===== src/rtl/a51_pkg.sv =====
// Shared types, default lengths and helpers for the A5/1 sequencer slice.
// Optional block packing is enabled with the A51_BLOCK_PACK_EN macro.
package a51_pkg;

  typedef enum logic [2:0] {
    IDLE = 3'd0,
    LOAD = 3'd1,
    MIX  = 3'd2,
    RUN  = 3'd3,
    DONE = 3'd4
  } a51_phase_t;

  localparam int KEYLEN_DEF      = 64;
  localparam int FRAMENUMLEN_DEF = 22;
  localparam int MIXLEN_DEF      = 100;
  localparam int BLOCKLEN_DEF    = 114;

  function automatic logic maj3(input logic [2:0] v);
    return (v[0] & v[1]) | (v[0] & v[2]) | (v[1] & v[2]);
  endfunction

endpackage


===== src/rtl/a51_block_packer.sv =====
// Collects the serial keystream of one block into a parallel word (MSB = first bit).
// Only instantiated when A51_BLOCK_PACK_EN is defined.
module a51_block_packer
  import a51_pkg::*;
#(
  parameter int BLOCKLEN = BLOCKLEN_DEF
) (
  input  logic                clock,
  input  logic                reset,
  input  logic                ks_bit,
  input  logic                ks_valid,
  input  logic                ks_last,
  output logic [BLOCKLEN-1:0] ks_word,
  output logic                ks_word_valid
);

  logic [BLOCKLEN-1:0] shreg;
  logic [BLOCKLEN-1:0] shreg_nxt;

  assign shreg_nxt = {shreg[BLOCKLEN-2:0], ks_bit};

  // The word is captured from the next-shift value so the final bit is included.
  always_ff @(posedge clock or negedge reset) begin
    if (!reset) begin
      shreg         <= '0;
      ks_word       <= '0;
      ks_word_valid <= 1'b0;
    end else begin
      ks_word_valid <= 1'b0;
      if (ks_valid) begin
        shreg <= shreg_nxt;
        if (ks_last) begin
          ks_word       <= shreg_nxt;
          ks_word_valid <= 1'b1;
        end
      end
    end
  end

endmodule


===== src/rtl/a51_sequencer.sv =====
// Phase controller and keystream combiner for the three A5/1 LFSR stages.
// Define A51_BLOCK_PACK_EN to add the ks_word / ks_word_valid block outputs.
//
// state | meaning
// IDLE  | waiting for start, all outputs low
// LOAD  | load strobe high while key and frame number shift in
// MIX   | majority clocking, keystream discarded
// RUN   | majority clocking, keystream bits emitted (extra final cycle flushes)
// DONE  | done pulse, then back to IDLE
module a51_sequencer
  import a51_pkg::*;
#(
  parameter int KEYLEN      = KEYLEN_DEF,
  parameter int FRAMENUMLEN = FRAMENUMLEN_DEF,
  parameter int MIXLEN      = MIXLEN_DEF,
  parameter int BLOCKLEN    = BLOCKLEN_DEF
) (
  input  logic       clock,
  input  logic       reset,
  input  logic       start,
  input  logic [2:0] sync,
  input  logic [2:0] exposed,
  output logic       load,
  output logic       majority,
  output logic       busy,
  output logic       ks_bit,
  output logic       ks_valid,
  output logic       ks_block,
  output logic       ks_last,
  output logic       done
`ifdef A51_BLOCK_PACK_EN
  ,
  output logic [BLOCKLEN-1:0] ks_word,
  output logic                ks_word_valid
`endif
);

  localparam int CNTW = $clog2(2 * BLOCKLEN) + 1;

  localparam logic [CNTW-1:0] LOAD_LAST  = CNTW'(KEYLEN + FRAMENUMLEN - 1);
  localparam logic [CNTW-1:0] MIX_LAST   = CNTW'(MIXLEN - 1);
  localparam logic [CNTW-1:0] BLK_SPLIT  = CNTW'(BLOCKLEN);
  localparam logic [CNTW-1:0] BLK0_LAST  = CNTW'(BLOCKLEN - 1);
  localparam logic [CNTW-1:0] BLK1_LAST  = CNTW'(2 * BLOCKLEN - 1);
  localparam logic [CNTW-1:0] RUN_FLUSH  = CNTW'(2 * BLOCKLEN);

  a51_phase_t      phase;
  logic [CNTW-1:0] cnt;

  assign busy     = (phase != IDLE);
  assign majority = ((phase == MIX) || (phase == RUN)) ? maj3(sync) : 1'b0;

  always_ff @(posedge clock or negedge reset) begin
    if (!reset) begin
      phase    <= IDLE;
      cnt      <= '0;
      load     <= 1'b0;
      ks_bit   <= 1'b0;
      ks_valid <= 1'b0;
      ks_block <= 1'b0;
      ks_last  <= 1'b0;
      done     <= 1'b0;
    end else begin
      ks_bit   <= 1'b0;
      ks_valid <= 1'b0;
      ks_block <= 1'b0;
      ks_last  <= 1'b0;
      done     <= 1'b0;
      case (phase)
        IDLE: begin
          if (start) begin
            phase <= LOAD;
            cnt   <= '0;
            load  <= 1'b1;
          end
        end
        LOAD: begin
          if (cnt == LOAD_LAST) begin
            phase <= MIX;
            cnt   <= '0;
            load  <= 1'b0;
          end else begin
            cnt <= cnt + 1'b1;
          end
        end
        MIX: begin
          if (cnt == MIX_LAST) begin
            phase <= RUN;
            cnt   <= '0;
          end else begin
            cnt <= cnt + 1'b1;
          end
        end
        RUN: begin
          // The cycle after the last sampled bit lets it leave the ks register
          // before done is raised.
          if (cnt == RUN_FLUSH) begin
            phase <= DONE;
            cnt   <= '0;
            done  <= 1'b1;
          end else begin
            ks_bit   <= ^exposed;
            ks_valid <= 1'b1;
            ks_block <= (cnt >= BLK_SPLIT);
            ks_last  <= (cnt == BLK0_LAST) || (cnt == BLK1_LAST);
            cnt      <= cnt + 1'b1;
          end
        end
        DONE: begin
          phase <= IDLE;
        end
        default: begin
          phase <= IDLE;
          cnt   <= '0;
          load  <= 1'b0;
        end
      endcase
    end
  end

`ifdef A51_BLOCK_PACK_EN
  a51_block_packer #(
    .BLOCKLEN(BLOCKLEN)
  ) u_packer (
    .clock        (clock),
    .reset        (reset),
    .ks_bit       (ks_bit),
    .ks_valid     (ks_valid),
    .ks_last      (ks_last),
    .ks_word      (ks_word),
    .ks_word_valid(ks_word_valid)
  );
`endif

endmodule


===== config.mk =====
export PLATFORM = sky130hd
export DESIGN_NAME = a51_sequencer
export DESIGN_NICKNAME = d
export VERILOG_FILES = /design/src/rtl/a51_pkg.sv /design/src/rtl/a51_block_packer.sv /design/src/rtl/a51_sequencer.sv
export SDC_FILE = /design/constraint.sdc
export NUM_CORES = 1
export LEC_CHECK = 0
export CORE_UTILIZATION = 50
export DETAILED_ROUTE_END_ITERATION = 7
export GPL_ROUTABILITY_DRIVEN = 1
export PLACE_DENSITY_LB_ADDON = 0.1
export SETUP_SLACK_MARGIN = 0.4
export SLEW_MARGIN = 20
export SYNTH_ARGS = -nofsm -noshare
export SYNTH_HDL_FRONTEND = slang
export SYNTH_SLANG_ARGS = --single-unit

===== constraint.sdc =====
create_clock -name clock -period 2.3 [get_ports clock]
set_clock_uncertainty 0.15 [all_clocks]
set_input_delay 0.46 -clock clock [delete_from_list [all_inputs] [get_ports clock]]
set_output_delay 0.46 -clock clock [all_outputs]
set_load 0.01 [all_outputs]

==> results_dict.tcl <==
set metrics [dict create \
    synth-seq-cells 18 \
    numClockSinks 18 \
    hold_class "input pin to async pin" \
    slew_headroom_pct 64.6 \
    grt_pass1_vias 973 \
    cts_inserted_buffers 3 \
    globalRoute.totalOverflow 0 \
    worst-path-max-fanout 8 \
    cts-root-buf "clkbuf_4" \
    nNetsFinal 158 \
    cts_tree "built" \
    dr.pass1.iters 4 \
    worst_slew_pin_slew_ns 0.525 \
    status "finished, final reports clean" \
    drive_above_1_share_pct 39.6 \
    clk_pin_slew_worst_paths_ns 0.11 \
    worstSetupStartpointType "register" \
    stdcell_count 171 \
    htree_levels 1 \
    postLayoutSetupSlackWorst_ns 0.199 \
    syn-instance-count 105 \
    antenna_left 0 \
    seq_area_um2 455 \
    drcViolationCount 0 \
    core_um2 2020 \
    fin_crit_sh_pct 91.3 \
    power_density_nw_per_um2 344 \
    vias 1030 \
    synth.cell_area_um2 1110 \
    track_usage_pct 25.5 \
    setup_viol 0 \
    rows 16 \
    critPathLaunch "cnt[0]" \
    final_util_pct 78.1 \
    synth.distinct_cells 38 \
    synth_ff_type "dfrtp_1" \
    postCtsHoldBufs 0 \
    portBuffers 16 \
    antenna_found_initial 0 \
    synth-edff-count 0 \
    hold_viol 0 \
    drtIter0Drc 35 \
    drv_cap 0 \
    ir_worst_vdd_v 0.000312 \
    critPathKind "register to register" \
    syn_nets 118 \
    fmax_mhz 476 \
    place_area_um2 1280 \
    dp_slack_ns -0.0933 \
    multi_input_area_um2 676 \
    critPathArrivalTime_ns 2.13 \
    clockBufferDepth 2 \
    whs_ns 0.332 \
    dpl.cell_count 145 \
    grt_pass1_wl_mm 4.64 \
    hpwlAfterDp_mm 1.56 \
    n_fill_cell 122 \
    viasPerCell 6.02 \
    syn2layout_area_growth_pct 42.4 \
    slew_viol_final 0 \
    insertion_delay_ns 0.29 \
    async_flop_share_pct 100 \
    wl_mm 3.00 \
    rsz0062_at_grt "true" \
    ios 17 \
    critPathRequiredTime_ns 2.33 \
    final.min_clock_period_ns 2.10 \
    die-height_um 49.1 \
    avgSynthCellArea_um2 10.6 \
    synth_warnings 0 \
    p_leak_nw 0.734 \
    postLayoutCellArea_um2 1580 \
    fp.dieW_um 49.1 \
    diodes 0 \
    ys_seq_area_share_pct 40.6 \
    wire_per_inst_um 17.6 \
    reg2reg_from "cnt[0]" \
    dieArea_um2 2410 \
    place.gp.congestion 0.787 \
    grt_max_degree 19 \
    critPathCaptureType "register" \
    start_util_pct 54.8 \
]
[metal layers]
metal  vias up  GRT usage (%)  share of wire, %
li1        464              -                 -
met1       503           30.0                40
met2        50           47.0                51
met3        13           2.18               5.8
met4         0           10.3               3.0
met5         -              0                 0
[placed cells by master (no fill, tap or decap), drive strengths merged, types with 3 or more instances in the layout]
cell type       n
buf            25
dfrtp          18
clkdlybuf4s50  11
nor2            7
nor3b           7
o21ai           7
inv             7
a21o            6
and3            5
clkbuf          4
ha              4
nand3           3
nand4           3
a31oi           3
dlymetal6s2s    3
or3             3
and2b           3
[synth_stat cells, drive strengths merged, types with 2 or more instances]
master	number	area (um^2)
and3	5	31.3
a31oi	2	33.8
nor3b	7	87.6
o41ai	2	17.5
nand4	3	18.8
a21o	6	45.0
and2	2	12.5
nor2	7	26.3
o21ai	7	35.0
nand3	3	15.0
dfrtp	18	450
and2b	3	23.8
buf	4	41.3
ha	4	50.1
a21oi	2	10.0
nand2	2	7.51
inv	7	26.3
nor4	2	12.5
or3	3	20.0
a211oi	2	15.0
[worst paths after layout]
kind                             to  slack [ns]  cells after the start
max                          cnt[7]        0.20                      8
min                        phase[1]        0.33                      2
max reg2reg                  cnt[7]        0.20                      8
max in group asynchronous    cnt[0]        1.45                      2
min reg2reg                    load        0.40                      2
min in group clock             load        0.40                      2
[state kept, by name, indices dropped and copies added (netlist names)]
register and cells:
done 1, ks_valid 1, phase 3, ks_bit 1, cnt 9, ks_block 1, load 1, ks_last 1
[worst max-delay path, cell delays in order, from the launching register on]
cell      delay [ns]
dfrtp_2         0.45
inv_2           0.10
ha_4            0.13
and4b_1         0.21
nand4_1         0.19
buf_4           0.22
a31oi_4         0.26
nand3b_1        0.19
o211ai_2        0.08
[final cells by class]
cell class / count / area share, %
well taps: 27 / 2.14
multi-input cells: 76 / 42.8
inverters: 7 / 1.66
repair buffers: 39 / 22.3
clock buffers: 4 / 2.30
flip-flops and latches: 18 / 28.8
[timing repair]
action,4_1_cts,5_1_grt
endpoints found under the setup margin,11,11
pin swaps,9,11
setup buffers,18,3
hold endpoints to repair,0,0
gates cloned,1,0
gates resized for setup,26,15
[power breakdown]
| part | internal, mW | switching (mW) | total, mW |
|---|---|---|---|
| Clock | 0.0965 | 0.101 | 0.198 |
| Sequential | 0.316 | 0 | 0.316 |
| Combinational | 0.0162 | 0.0131 | 0.0294 |
[kinds of logic (layout without fill, tap and decap cells)]
family          Yosys count  count (layout)  synth area share (%)
flops                    18              18                  40.6
xor+xnor                  2               2                  1.58
buf+inv                  12              50                  6.43
mux                       1               1                 0.903
compound gates           26              27                  18.6
fa+ha+maj                 4               4                  4.51
simple gates             42              42                  27.3
[stage by stage]
stage          setup TNS [ns]  total power, mW
2_1_floorplan               0            0.328
3_3_place_gp          -0.0840            0.350
3_5_place_dp          -0.0933            0.352
4_1_cts                     0            0.543
5_1_grt                     0            0.566
6_report                    0            0.543
No activity file was read; power rests on OpenSTA's default activity.
